--- src/rtl/uart_console_tx.sv ---
// uart_console_tx: FIFO-buffered 8N1 UART transmitter with valid/ready back-pressure on the console byte stream.
module uart_console_tx #(
  parameter int CLK_FREQ_HZ = 100000000,
  parameter int BAUD        = 115200,
  parameter int FIFO_DEPTH  = 16
) (
  input  logic                          CLK_undiv,
  input  logic                          RESET_n,
  input  logic [7:0]                    CONSOLE_OUT,
  input  logic                          CONSOLE_OUT_valid,
  output logic                          CONSOLE_OUT_ready,
  output logic                          TX,
  output logic                          BUSY,
  output logic [$clog2(FIFO_DEPTH):0]   FIFO_COUNT
);
  localparam int CLKS_PER_BIT = CLK_FREQ_HZ / BAUD;
  localparam int AW = $clog2(FIFO_DEPTH);
  localparam int CW = AW + 1;
  localparam int TW = $clog2(CLKS_PER_BIT);
  localparam logic [TW-1:0] T_LAST = TW'(CLKS_PER_BIT - 1);
  localparam logic [CW-1:0] FULL = CW'(FIFO_DEPTH);

  if (CLKS_PER_BIT < 2) begin : g_bad_baud
    $error("uart_console_tx: CLK_FREQ_HZ / BAUD must be at least 2");
  end
  if (FIFO_DEPTH < 2 || (FIFO_DEPTH & (FIFO_DEPTH - 1)) != 0) begin : g_bad_depth
    $error("uart_console_tx: FIFO_DEPTH must be a power of 2 and at least 2");
  end

  typedef enum logic [1:0] {IDLE, START, DATA, STOP} state_e;

  state_e          state_q, state_d;
  logic [TW-1:0]   timer_q, timer_d;
  logic [2:0]      idx_q, idx_d;
  logic [7:0]      shift_q, shift_d;
  logic [AW-1:0]   rd_ptr_q, rd_ptr_d, wr_ptr_q, wr_ptr_d;
  logic [CW-1:0]   count_q, count_d;
  logic            ready_q, ready_d;
  logic            tx_q, tx_d;
  logic [7:0]      mem_q [FIFO_DEPTH];
  logic            push, pop, last;

  always_ff @(posedge CLK_undiv or negedge RESET_n) begin
    if (!RESET_n) begin
      state_q  <= IDLE;
      timer_q  <= '0;
      idx_q    <= '0;
      shift_q  <= '0;
      rd_ptr_q <= '0;
      wr_ptr_q <= '0;
      count_q  <= '0;
      ready_q  <= 1'b0;
      tx_q     <= 1'b1;
    end else begin
      state_q  <= state_d;
      timer_q  <= timer_d;
      idx_q    <= idx_d;
      shift_q  <= shift_d;
      rd_ptr_q <= rd_ptr_d;
      wr_ptr_q <= wr_ptr_d;
      count_q  <= count_d;
      ready_q  <= ready_d;
      tx_q     <= tx_d;
    end
  end

  always_ff @(posedge CLK_undiv) begin
    if (push) mem_q[wr_ptr_q] <= CONSOLE_OUT;
  end

  // A STOP bit that ends with data waiting chains straight into the next START.
  always_comb begin
    last    = timer_q == T_LAST;
    pop     = 1'b0;
    state_d = state_q;
    timer_d = last ? '0 : timer_q + TW'(1);
    idx_d   = idx_q;
    shift_d = shift_q;
    case (state_q)
      IDLE: begin
        timer_d = '0;
        if (count_q != '0) begin
          pop     = 1'b1;
          state_d = START;
        end
      end
      START: if (last) begin
        state_d = DATA;
        idx_d   = '0;
      end
      DATA: if (last) begin
        if (idx_q == 3'd7) state_d = STOP;
        else idx_d = idx_q + 3'd1;
      end
      STOP: if (last) begin
        if (count_q != '0) begin
          pop     = 1'b1;
          state_d = START;
        end else state_d = IDLE;
      end
      default: state_d = IDLE;
    endcase
    if (pop) shift_d = mem_q[rd_ptr_q];
  end

  always_comb begin
    push     = CONSOLE_OUT_valid && ready_q;
    wr_ptr_d = wr_ptr_q + AW'(push);
    rd_ptr_d = rd_ptr_q + AW'(pop);
    count_d  = count_q + CW'(push) - CW'(pop);
    ready_d  = count_d < FULL;
  end

  // TX is registered from the next-state view so the line changes only on clock edges.
  always_comb begin
    tx_d = state_d == START ? 1'b0 : state_d == DATA ? shift_d[idx_d] : 1'b1;
    BUSY = state_q != IDLE;
  end

  assign TX                = tx_q;
  assign CONSOLE_OUT_ready = ready_q;
  assign FIFO_COUNT        = count_q;
endmodule
--- config.mk ---
export PLATFORM = sky130hd
export DESIGN_NAME = uart_console_tx
export DESIGN_NICKNAME = d
export VERILOG_FILES = /design/src/rtl/uart_console_tx.sv
export SDC_FILE = /design/constraint.sdc
export NUM_CORES = 1
export LEC_CHECK = 0
export CAP_MARGIN = 20
export CORE_MARGIN = 5
export CORE_UTILIZATION = 57
export DETAILED_ROUTE_END_ITERATION = 7
export GPL_TIMING_DRIVEN = 0
export PLACE_DENSITY = 0.75
export SLEW_MARGIN = 40
export SYNTH_ARGS = -nofsm -noshare
export SYNTH_HDL_FRONTEND = slang
export SYNTH_SLANG_ARGS = --single-unit
--- constraint.sdc ---
create_clock -name CLK_undiv -period 3.4 [get_ports CLK_undiv]
set_input_delay 0.51 -clock CLK_undiv [delete_from_list [all_inputs] [get_ports CLK_undiv]]
set_output_delay 0.51 -clock CLK_undiv [all_outputs]
set_load 0.02 [all_outputs]
==> key figures, run 1 <==
Hold path
  – Type of the worst min-delay path: in2async

Synthesis
  – Synth Cell Area: 6909 µm²
  – Synth Instances: 399
  – Sequential fraction of the synthesis area: 69.41%
  – Main combinational cell family by area after synthesis: multiplexers
  – Yosys reg bits: 166
  – Synth Area in Simple Gates: 6.682%
  – Multiplexer share of the synthesized area: 11.90%
  – Synthesis Warnings: 0
  – Post-synthesis cell type count: 51
  – Asr flop ratio synth: 22.89%
  – Compound-cell area share of the yosys netlist: 4.346%
  – Syn_area_per_cell: 17.32 µm²
  – Synth Area in Adders: 3.006%
  – Ys flop type: edfxtp_1
  – Post-Synth XOR/XNOR Area: 2.282%
  – Number of synthesized flops with an enable pin: 128
  – Syn Nets: 426

Die
  – Rows: 40
  – Core box area: 11960 µm²
  – I/O pin count: 19
  – Starting Density: 57.76%
  – Die W: 120.1 µm
  – Die H: 120.1 µm
  – Die area: 14420 µm²

STA
  – Max-slew violation count: 0
  – Slew @ Worst Pin: 0.7620 ns
  – Max-Slew Margin vs Limit: 49.01%
  – Hold Vio Cnt, Final: 0
  – Crit share post-route: 90.85%
  – Setup_tns: 0 ns
  – Crit path time final: 3.089 ns
  – WHS: 0.04926 ns
  – Setup WS post-layout: 0.3111 ns
  – Clk_skew: 0.005456 ns
  – Final setup viols: 0
  – Fmax: 323.7 MHz
  – RSZ-0062 raised after global routing: no

Final layout
  – Share of layout cells above drive strength 1: 22.62%
  – Nets@finish: 467
  – ANT cells: 0
  – Area delta synth->final: 13.94%

Clock network
  – Post-CTS setup buffer count: 0
  – Root Buffer: clkbuf_16
  – CTS buffer count: 17
  – CTS tree: done
  – CTS resizes: 0
  – Clock sink total: 166
  – CTS HTree Levels: 4
  – Clock slew at reported path FFs: 0.06 ns
  – Hold_buf cts: 0
  – Worst skew pair latency: 0.42 ns
  – Clock Tree Buf Depth: 2

Setup path
  – CP bufs+invs: 4
  – Crit start category: register
  – CP top delay family: adder cells
  – Most common cell on crit path: inv_1
  – Critical path arrival: 3.39 ns
  – Largest stage delay, worst path: 0.40 ns
  – Critical path class: reg2reg
  – Slowest cell on the critical path: fa_1
  – Max Fanout on Critical Path: 10
  – Critical path, cell by cell: ha_1 > nor4b_2 > a41oi_1 > nor3_2 > buf_6 > xnor2_1 > ha_1 > inv_1 > fa_1 > inv_1 > a21oi_1 > nor2_1 > nor2_1 > xor2_1 > inv_1
  – CP Capture Type: register
  – CP Data Required Time: 3.71 ns

Detailed routing
  – Drt via density: 6.090
  – Post-DRT Antenna Nets: 0
  – Per-cell routed wire length: 22.52 µm
  – Vias post-DR: 3642
  – Routed WL: 13.47 mm
  – Starting DRT DRC Count: 278
  – # DRC: 0
  – DR pass1 iterations: 5

Placement
  – Place WS: 0.3162 ns
  – PortBufs: 18
  – Post-DP HPWL: 8.780 mm
  – Placer Congestion: 0.7660

Pwr
  – Combinational fraction of design power: 13.1%
  – Leakage: 2.784 nW
  – Net Sw Power: 1.222 mW
  – Cell Pwr Density: 613.3 nW/µm²
  – Internal: 3.607 mW
  – Clock power frac: 35.9%
  – Sw frac: 25.30%
  – Peak supply drop: 0.4652 mV
  – Flop pwr share: 51.0%

Run status
  – Outcome: complete, no violations

Global routing
  – Largest net degree at the start of global routing: 39
  – Vias in the first global route: 3846
  – All-Layer GR Usage: 20.63%
  – Global route total overflow: 0
  – First-pass GRT wire length: 21.69 mm
  – Initial antenna violation count: 0

Job
  – Max capacitance violation total: 0
[sequential cells by signal, indices dropped and copies added, names as in the netlist]
signal             flops
rd_ptr_q               4
mem_q                128
idx_q                  3
shift_q                8
timer_q               10
wr_ptr_q               4
CONSOLE_OUT_ready      1
TX                     1
FIFO_COUNT             5
state_q                2
[Yosys cell counts (3+ instances only)]
master / count / area (µm²)
edfxtp_1: 128 / 3844
dfrtp_1: 37 / 925.9
mux4_2: 33 / 743.2
nor2_1: 32 / 120.1
nand2_1: 17 / 63.81
ha_1: 15 / 187.7
inv_1: 15 / 56.30
a22oi_1: 13 / 97.59
xor2_1: 10 / 87.58
clkbuf_1: 8 / 30.03
nand3_1: 8 / 40.04
xnor2_1: 8 / 70.07
mux2_2: 7 / 78.83
nor3_1: 5 / 25.02
buf_6: 4 / 45.04
nand2b_1: 4 / 25.02
a21boi_1: 3 / 22.52
a21oi_1: 3 / 15.01
and2_1: 3 / 18.77
nand3b_1: 3 / 22.52
nor2b_1: 3 / 18.77
[final cells by class]
| class | instances | area [µm²] |
|---|---|---|
| clock inverters | 10 | 85.08 |
| plain buffers | 15 | 103.9 |
| repair buffers | 22 | 207.7 |
| well taps | 147 | 183.9 |
| multi-input cells | 202 | 1999 |
| inverters | 16 | 60.06 |
| clock buffers | 20 | 436.7 |
| fillers | 794 | 4089 |
| flip-flops and latches | 166 | 4796 |
[cell families after synthesis]
| group | count (synthesis) |
|---|---|
| flip-flops | 166 |
| AND/OR/NAND/NOR | 90 |
| multiplexers | 40 |
| AO/OA/AOI/OAI | 38 |
| buffers and inverters | 31 |
| XOR/XNOR | 18 |
| adder cells (fa/ha/maj) | 16 |
[power groups by stage]
stage	clock network [mW]	registers (mW)	logic [mW]
final	1.73	2.46	0.632
after CTS	1.74	2.46	0.643
after detailed placement	0	2.51	0.635
after floorplan	0	2.52	0.333
after global routing	1.84	2.48	0.707
after global placement	0	2.49	0.572
[layer usage]
metal / global-route usage, % / up-vias / wire, µm
met3: 5.891 / 19 / 836
met2: 33.51 / 128 / 6835
li1: - / 1626 / -
met1: 26.85 / 1869 / 5535
met4: 7.301 / 0 / 259
met5: 0 / - / 0
[placed cells by master, fill, tap and decap left out, drive strengths merged, types with 4 or more instances in the layout]
master	count
inv	16
nor3	6
xnor2	8
clkinv	7
edfxtp	128
nor2	32
clkdlybuf4s50	17
nand3	8
a22oi	15
clkbuf	28
ha	15
xor2	10
buf	12
nand2b	4
dfrtp	37
nand2	17
mux4	33
mux2	7
[per-stage QoR]
stage / instances / power [mW] / instance area (µm²) / utilization (%)
6_report: 598 / 4.829 / 7873 / 65.82
5_1_grt: 598 / 5.031 / 7873 / 65.82
4_1_cts: 598 / 4.849 / 7873 / 65.82
3_5_place_dp: 568 / 3.141 / 7351 / 61.45
3_3_place_gp: 564 / 3.060 / 7273 / 60.81
2_1_floorplan: 399 / 2.855 / 6909 / -
[path summary, 6_finish.rpt]
check,start,end,slack [ns],cells after the start
worst min-delay path,RESET_n,rd_ptr_q[2]$_DFF_PN0_,0.05,1
worst max register to register,timer_q[0]$_DFF_PN0_,FIFO_COUNT[4]$_DFF_PN0_,0.31,15
min in group CLK_undiv,timer_q[0]$_DFF_PN0_,timer_q[0]$_DFF_PN0_,0.49,1
worst max-delay path,timer_q[0]$_DFF_PN0_,FIFO_COUNT[4]$_DFF_PN0_,0.31,15
worst min register to register,timer_q[0]$_DFF_PN0_,timer_q[0]$_DFF_PN0_,0.49,1
max in group asynchronous,RESET_n,TX$_DFF_PN1_,2.99,1
[worst reg2reg max path: cells and delay by family (launching register included)]
kind                       cells  cell delay (ns)
AOI/OAI and AO/OA              2             0.29
xor gates and xnor gates       2             0.32
adders and majority gates      3             0.81
buffers and inverters          4             0.40
DFF                            1             0.39
and+or+nand+nor                4             0.77
No activity file was read; power rests on OpenSTA's default activity.
==> run 2, diff against run 1 <==
Settings changed: REMOVE_ABC_BUFFERS set to 1.
Clock period 3.4 ns to 3.95 ns, I/O delays scaled along.
==> run 2 against run 1 <==
Compared with the run above:
- wire length shrank 5.2%
- clock power shrank 6%
- combinational power fell by 18%
- via count down 4.3%
- maximum frequency is 9.0% lower
- global-route usage decreased by 1.4 points
- die area stayed put
- worst setup slack improved by 0.24 ns
- highest routed layer unchanged
- core utilization is 0.16 points higher
- count of clock-buffer cells in the layout is 3 lower
- critical path depth decreased by 1
==> key figures, run 2 (synthesized netlist as in run 1, its figures left out) <==
Setup path
  – Crit start category: register
  – Critical path class: reg2reg
  – Max Fanout on Critical Path: 12
  – Critical path arrival: 3.71 ns
  – CP top delay family: simple AND/OR/NAND/NOR gates
  – CP bufs+invs: 3
  – Slowest cell on the critical path: nor3_4
  – Critical path, cell by cell: ha_1 > nor4b_2 > a41oi_1 > nor3_4 > xnor2_1 > ha_1 > inv_1 > fa_1 > inv_1 > a21oi_1 > nor2_1 > nor2_1 > xor2_1 > inv_1
  – Largest stage delay, worst path: 0.57 ns
  – CP Data Required Time: 4.26 ns
  – Most common cell on crit path: inv_1
  – CP Capture Type: register

Job
  – Max capacitance violation total: 0

Placement
  – PortBufs: 18
  – Placed Area: 7276 µm²
  – Post-DP HPWL: 8.194 mm
  – Placer Congestion: 0.7684

Global routing
  – GR Util met3: 4.901%
  – Global route total overflow: 0
  – GRT met2 Usage: 30.91%
  – Vias in the first global route: 3663
  – First-pass GRT wire length: 20.43 mm
  – Grt peak-use layer: met2
  – All-Layer GR Usage: 19.21%
  – Initial antenna violation count: 0
  – GR Util met1: 26.12%
  – Largest net degree at the start of global routing: 26

Pwr
  – Cell Pwr Density: 542.9 nW/µm²
  – Peak supply drop: 0.4624 mV
  – Total power: 4.284 mW
  – Leakage: 2.792 nW

Final layout
  – Final core occ: 65.97%
  – Most common cell after layout, fill and taps aside: edfxtp_1
  – ANT cells: 0
  – Commonest non-fill, non-tap cells in the layout: edfxtp_1 (128), dfrtp_1 (35), mux4_2 (33)
  – Share of layout cells above drive strength 1: 22.65%
  – Finished Cell Area: 7891 µm²
  – Area delta synth->final: 14.22%
  – Most flop-heavy register: mem_q
  – Nets@finish: 451
  – Largest registers: mem_q (128), timer_q (10), shift_q (8)
  – Largest register FFs: 128

Detailed routing
  – Vias post-DR: 3487
  – # DRC: 0
  – Post-DRT Antenna Nets: 0
  – Starting DRT DRC Count: 275
  – Routed WL: 12.77 mm
  – DR pass1 iterations: 4
  – Per-cell routed wire length: 21.86 µm
  – Drt via density: 5.971

STA
  – Crit path time final: 3.395 ns
  – Max-Slew Margin vs Limit: 42.40%
  – Max-slew violation count: 0
  – RSZ-0062 raised after global routing: no
  – Hold Vio Cnt, Final: 0
  – Crit share post-route: 85.94%
  – Clk_skew: 0.01026 ns
  – Final setup viols: 0
  – Slew @ Worst Pin: 0.8622 ns
  – Fmax: 294.6 MHz

Clock network
  – Post-CTS setup buffer count: 0
  – CTS HTree Levels: 4
  – Clock sink total: 166
  – Worst skew pair latency: 0.43 ns
  – CTS tree: done
  – Root Buffer: clkbuf_16
  – Clock slew at reported path FFs: 0.07 ns
  – CTS buffer count: 17
  – Hold_buf cts: 0
  – CTS resizes: 0
  – Clock Tree Buf Depth: 2

Die
  – Die H: 120.1 µm
  – I/O pin count: 19
  – Core box area: 11960 µm²
  – Die area: 14420 µm²
  – Die W: 120.1 µm
  – Rows: 40
  – Starting Density: 57.76%

Hold path
  – Type of the worst min-delay path: in2async

Run status
  – Outcome: complete, no violations
-- run 2: changes by cell type in the layout (fill, tap and decap cells not counted), moves of 5 or more --
cell and change:
clkbuf_1 -11, buf_4 -5, clkinv_8 +5, nor2_1 +5, nor2_2 -5
-- run 2: metrics by stage --
step           TNS (ns)  hold slack, ns  worst slack [ns]  std cells
2_1_floorplan         0          0.2969            0.7538        384
3_3_place_gp   -0.02008          0.4729          -0.02008        549
3_5_place_dp          0          0.4867            0.5761        552
4_1_cts               0         0.06399            0.5693        584
5_1_grt               0         0.08460            0.3136        584
6_report              0         0.05730            0.5552        584
-- run 2: path summary, 6_finish.rpt --
kind                                       from                       to  slack (ns)  depth (start not counted)
hold reg to reg            timer_q[0]$_DFF_PN0_     timer_q[0]$_DFF_PN0_        0.49                          1
setup / recovery           timer_q[0]$_DFF_PN0_  FIFO_COUNT[4]$_DFF_PN0_        0.56                         14
min in group CLK_undiv     timer_q[0]$_DFF_PN0_     timer_q[0]$_DFF_PN0_        0.49                          1
hold / removal                          RESET_n     timer_q[3]$_DFF_PN0_        0.06                          1
setup reg to reg           timer_q[0]$_DFF_PN0_  FIFO_COUNT[4]$_DFF_PN0_        0.56                         14
max in group asynchronous               RESET_n             TX$_DFF_PN1_        3.36                          2
-- run 2: per-layer routing --
metal  vias to the layer above  wire [µm]
met4                         0         85
met2                        80       6527
met5                         -          0
met3                        11        653
met1                      1798       5500
li1                       1598          -
-- run 2: report_power, final --
part / switching [mW] / internal, mW
Sequential: 0.103 / 2.03
Clock: 0.773 / 0.856
Combinational: 0.305 / 0.213
Total: 1.18 / 3.10
-- run 2: layout make-up --
type	instances	area, µm²
clock buffer	17	425.4
clock inverter	15	178.9
fill	736	4070
inverter	16	60.06
multi-input combinational	202	1999
sequential	166	4801
tap	147	183.9
timing repair buffer	21	242.7
==> run 3, diff against run 2 <==
Settings changed: GPL_TIMING_DRIVEN 0 to 1.
==> run 3 against run 2 <==
Compared with the run above:
- maximum frequency increased by 15%
- clock power decreased by 7%
- sequential power about the same
- sequential share of layout area increased by 0.64 points
- global-route usage increased by 0.49 points
- highest routed layer unchanged
- flip-flop and latch count unchanged
- largest cell class unchanged
- critical path type unchanged
==> key figures, run 3 (synthesized netlist as in run 1, its figures left out) <==
Run status
  – Outcome: complete, no violations

Setup path
  – R2r setup slk: 1.01 ns
  – RR Endpoint: FIFO_COUNT[4]$_DFF_PN0_
  – CP Capture Type: register
  – Most common cell on crit path: inv_1
  – Crit start category: register
  – Slowest cell on the critical path: fa_1
  – CP top delay family: adder cells
  – Critical path arrival: 3.26 ns
  – CP bufs+invs: 4
  – Max Fanout on Critical Path: 12
  – Worst r2r path cells: 15
  – Largest stage delay, worst path: 0.40 ns
  – RR Startpoint: timer_q[0]$_DFF_PN0_
  – CP Data Required Time: 4.27 ns
  – Critical path, cell by cell: ha_1 > nor4b_2 > a41oi_1 > nor3_2 > buf_4 > xnor2_1 > ha_1 > inv_1 > fa_1 > inv_1 > a21oi_1 > nor2_1 > nor2_1 > xor2_1 > inv_1
  – Critical path class: reg2reg

Placement
  – PortBufs: 18
  – Placer Congestion: 0.7704
  – Post-DP HPWL: 8.566 mm

STA
  – Fmax: 339.6 MHz
  – Crit share post-route: 74.55%
  – RSZ-0062 raised after global routing: no
  – Hold Vio Cnt, Final: 0
  – Slew @ Worst Pin: 0.8521 ns
  – Setup_tns: 0 ns
  – WHS: 0.1293 ns
  – Clk_skew: 0.009905 ns
  – Final setup viols: 0
  – Max-slew violation count: 0
  – Max-Slew Margin vs Limit: 42.99%
  – Crit path time final: 2.945 ns

Die
  – Core box area: 11960 µm²
  – Die area: 14420 µm²
  – Starting Density: 57.76%
  – Rows: 40
  – Die H: 120.1 µm
  – Die W: 120.1 µm
  – I/O pin count: 19

Final layout
  – Largest register FFs: 128
  – Nets@finish: 457
  – Filler instances: 790
  – Largest registers: mem_q (128), timer_q (10), shift_q (8)
  – Most flop-heavy register: mem_q
  – ANT cells: 0
  – Share of layout cells above drive strength 1: 22.57%
  – Most common cell after layout, fill and taps aside: edfxtp_1
  – Area delta synth->final: 12.93%
  – Commonest non-fill, non-tap cells in the layout: edfxtp_1 (128), dfrtp_1 (36), mux4_2 (33)

Clock network
  – CTS buffer count: 17
  – CTS HTree Levels: 4
  – Hold_buf cts: 0
  – CTS tree: done
  – Post-CTS setup buffer count: 0
  – Clock sink total: 166
  – Clock slew at reported path FFs: 0.07 ns
  – CTS resizes: 0
  – Worst skew pair latency: 0.43 ns
  – Root Buffer: clkbuf_16
  – Clock Tree Buf Depth: 2

Job
  – Max capacitance violation total: 0

Pwr
  – Peak supply drop: 0.5548 mV
  – Leakage: 2.764 nW
  – Cell Pwr Density: 533.5 nW/µm²

Global routing
  – Largest net degree at the start of global routing: 39
  – All-Layer GR Usage: 19.70%
  – Global route total overflow: 0
  – First-pass GRT wire length: 20.90 mm
  – Initial antenna violation count: 0
  – Vias in the first global route: 3780

Detailed routing
  – Routed WL: 12.86 mm
  – Drt via density: 6.105
  – Per-cell routed wire length: 21.80 µm
  – Vias post-DR: 3602
  – # DRC: 0
  – Post-DRT Antenna Nets: 0
  – Starting DRT DRC Count: 285
  – DR pass1 iterations: 4

Hold path
  – Type of the worst min-delay path: in2async
## run 3: cell count changes in the layout (fill, tap and decap cells not counted), moves of 3 or more
cell,change
clkinv_8,-5
buf_4,+10
nor3_1,+4
inv_6,+3
clkinvlp_4,+3
## run 3: worst max-delay path by stage
stage	startpoint	to	depth (start not counted)
6_report	timer_q[0]$_DFF_PN0_	FIFO_COUNT[4]$_DFF_PN0_	15
4_1_cts	timer_q[0]$_DFF_PN0_	FIFO_COUNT[4]$_DFF_PN0_	15
3_3_place_gp	rd_ptr_q[0]$_DFF_PN0_	TX$_DFF_PN1_	8
5_1_grt	timer_q[0]$_DFF_PN0_	FIFO_COUNT[4]$_DFF_PN0_	15
3_5_place_dp	timer_q[0]$_DFF_PN0_	FIFO_COUNT[4]$_DFF_PN0_	15
2_1_floorplan	rd_ptr_q[0]$_DFF_PN0_	TX$_DFF_PN1_	7
## run 3: power by group
group | switching (mW) | internal, mW | leakage [nW]
clock network | 0.693 | 0.820 | 0.260
registers | 0.0924 | 2.04 | 1.62
logic | 0.307 | 0.215 | 0.885
total | 1.09 | 3.07 | 2.76
## run 3: per-layer routing
layer,vias up,global-route usage (%),wire [µm]
li1,1614,-,-
met1,1864,26.53,5432
met2,107,31.47,6589
met3,17,5.184,630
met4,0,6.800,210
met5,-,0,0
## run 3: through the flow
step                      instance area [µm²]  cells  power (mW)  worst slack (ns)  utilization [%]
final                                    7802    590       4.163             1.005            65.23
after global routing                     7802    590       4.342            0.7480            65.23
after CTS                                7797    590       4.190            0.9782            65.19
after detailed placement                 7253    558       2.684            0.9935            60.64
after global placement                   7233    558       2.644             1.029            60.47
after floorplan                          6805    384       2.455            0.7538                -
## run 3: area by class of cell
| type | instances | area (µm²) | share of cell area, % |
|---|---|---|---|
| repair buffers | 27 | 245.2 | 3.143 |
| flip-flops and latches | 166 | 4797 | 61.48 |
| multi-input cells | 202 | 1972 | 25.27 |
| well taps | 147 | 183.9 | 2.357 |
| clock buffers | 18 | 429.2 | 5.500 |
| clock inverters | 14 | 115.1 | 1.475 |
| inverters | 16 | 60.06 | 0.7697 |
==> RTL change: new RTL, settings of run 3 <==
Set the parameter `BAUD` to 57600 (it was 115200).
--- a/src/rtl/uart_console_tx.sv
+++ b/src/rtl/uart_console_tx.sv
@@ -3,3 +3,3 @@
   parameter int CLK_FREQ_HZ = 100000000,
-  parameter int BAUD        = 115200,
+  parameter int BAUD        = 57600,
   parameter int FIFO_DEPTH  = 16
Function: no difference found for any inputs over 10 cycles, from zero or initial values and one cycle with RESET_n low; that may be too few to reach the edited logic, so the function may still have changed.
==> RTL change against run 3 <==
  * Worst setup slack better by 140 ps
  * Die area up 2.6%
  * Power up 4.4%
  * Worst hold slack better by 10 ps
  * Routed wire length up 4.3%
  * Sequential cell count up 1
  * Synthesized area up 2.9%
  * Final area up 3.7%
  * Via count up 5.1%
  * Critical endpoint unchanged
==> RTL change: results (changes against run 3) <==
* Largest registers in the final layout: mem_q (128), timer_q (11), shift_q (8) (was mem_q (128), timer_q (10), shift_q (8))
* Max transition margin at 0.4493 (was 0.4299)
* Compound-gate portion of the synthesized area at 0.05246 (was 0.04346)
* Routability-driven placement congestion ratio at 0.8039 (was 0.7704)
* DP Wirelength at 8809 um (was 8566 um)
* Result of the run: finished, final reports clean (unchanged)
* Via count of the first global-routing pass at 3825 (was 3780)
* Adder and majority gate portion of the synthesized area at 0.02923 (was 0.03006)
* Nets at 488 (was 457)
* Clock skew at 7.802 ps (was 9.905 ps)
* Peak supply drop at 698.9 uV (was 554.8 uV)
* Pin count of the biggest net entering global routing at 40 (was 39)
* Main area contributors after synthesis: sky130_fd_sc_hd__edfxtp_1 54%, sky130_fd_sc_hd__dfrtp_1 13%, sky130_fd_sc_hd__mux4_2 5.1%, sky130_fd_sc_hd__mux4_1 4.8%, sky130_fd_sc_hd__ha_1 2.6% (was sky130_fd_sc_hd__edfxtp_1 56%, sky130_fd_sc_hd__dfrtp_1 13%, sky130_fd_sc_hd__mux4_2 11%, sky130_fd_sc_hd__ha_1 2.7%, sky130_fd_sc_hd__nor2_1 1.7%)
* Layout cells sized above 1 at 0.1667 (was 0.2257)
* Dpl ws at 1164 ps (was 993.5 ps)
* Initial drt markers at 270 (was 285)
* Combined global-route utilization of all metal layers at 0.1980 (was 0.1970)
* Portion of the post-synthesis area used by sequential elements at 0.6783 (was 0.6941)
* Setup slack on the worst flop-to-flop path at 1150 ps (was 1010 ps)
* Met1 wire length at 5818 um (was 5432 um)
* XOR/XNOR Fraction of Synth Area at 0.02465 (was 0.02282)
* Largest driver fanout on the critical path at 3 (was 12)
* CP Data Arrival Time at 3100 ps (was 3260 ps)
* Number of different library cells in the post-synthesis netlist at 54 (was 51)
* Mux share of post-synthesis cell area at 0.1178 (was 0.1190)
* Most frequent cells after synthesis: 128 x sky130_fd_sc_hd__edfxtp_1, 38 x sky130_fd_sc_hd__dfrtp_1, 32 x sky130_fd_sc_hd__nor2_1 (was 128 x sky130_fd_sc_hd__edfxtp_1, 37 x sky130_fd_sc_hd__dfrtp_1, 33 x sky130_fd_sc_hd__mux4_2)
* FILL cells at 826 (was 790)
* Async set-or-reset flop fraction in the synthesized netlist at 0.2335 (was 0.2289)
==> RTL change: metrics by stage <==
stage / std cells / area [um2] / total power, mW
3_3_place_gp: 610 / 7463 / 2.653
4_1_cts: 642 / 8083 / 4.372
3_5_place_dp: 610 / 7468 / 2.683
6_report: 642 / 8090 / 4.347
5_1_grt: 642 / 8090 / 4.533
2_1_floorplan: 413 / 6969 / 2.461
==> RTL change: cell families (layout without fill, tap and decap cells) <==
group           after synthesis  in the layout
compound gates               52             52
simple gates                 96             96
mux                          41             41
buf+inv                      37             82
fa+ha+maj                    16             16
xor+xnor                     20             20
flops                       167            167
==> RTL change: final cells by class <==
cell class	count	area, um2	share of cell area
multi-input cells	225	2079	0.2570
repair buffers	29	285.3	0.03526
clock buffers	17	425.4	0.05258
flip-flops and latches	167	4822	0.5960
inverters	21	78.83	0.009743
well taps	168	210.2	0.02598
clock inverters	15	188.9	0.02335
==> RTL change: layer usage <==
layer  vias to the layer above  GRT usage
met3                        16    0.05200
li1                       1727          -
met1                      1946     0.2666
met5                         -          0
met2                        98     0.3230
met4                         0    0.05532
==> RTL change: how the worst max path moves through the flow <==
stage                                       start                       to  slack [ps]  cells after the start
after floorplan             rd_ptr_q[0]$_DFF_PN0_             TX$_DFF_PN1_        1110                      7
after global placement       timer_q[0]$_DFF_PN0_  FIFO_COUNT[4]$_DFF_PN0_        1260                     14
after detailed placement  FIFO_COUNT[3]$_DFF_PN0_  FIFO_COUNT[4]$_DFF_PN0_        1160                     15
after CTS                 FIFO_COUNT[3]$_DFF_PN0_  FIFO_COUNT[4]$_DFF_PN0_        1130                     15
after global routing      FIFO_COUNT[3]$_DFF_PN0_  FIFO_COUNT[4]$_DFF_PN0_         840                     15
final                     FIFO_COUNT[3]$_DFF_PN0_  FIFO_COUNT[4]$_DFF_PN0_        1150                     15
==> RTL change: critical path, stage by stage, from the launching register on <==
cell and delay (ps):
sky130_fd_sc_hd__dfrtp_1 410, sky130_fd_sc_hd__inv_1 90, sky130_fd_sc_hd__ha_1 150, sky130_fd_sc_hd__nor4b_1 430, sky130_fd_sc_hd__nor2_1 110, sky130_fd_sc_hd__and2_1 200, sky130_fd_sc_hd__xnor2_1 140, sky130_fd_sc_hd__ha_1 200
sky130_fd_sc_hd__inv_1 60, sky130_fd_sc_hd__fa_1 400, sky130_fd_sc_hd__inv_1 70, sky130_fd_sc_hd__a21oi_1 50, sky130_fd_sc_hd__nor2_1 80, sky130_fd_sc_hd__nor2_1 50, sky130_fd_sc_hd__xor2_1 170, sky130_fd_sc_hd__inv_1 60
==> RTL change: power breakdown <==
group          switching (mW)  internal [mW]
registers              0.0883           2.05
logic                   0.305          0.216
clock network           0.683           1.01
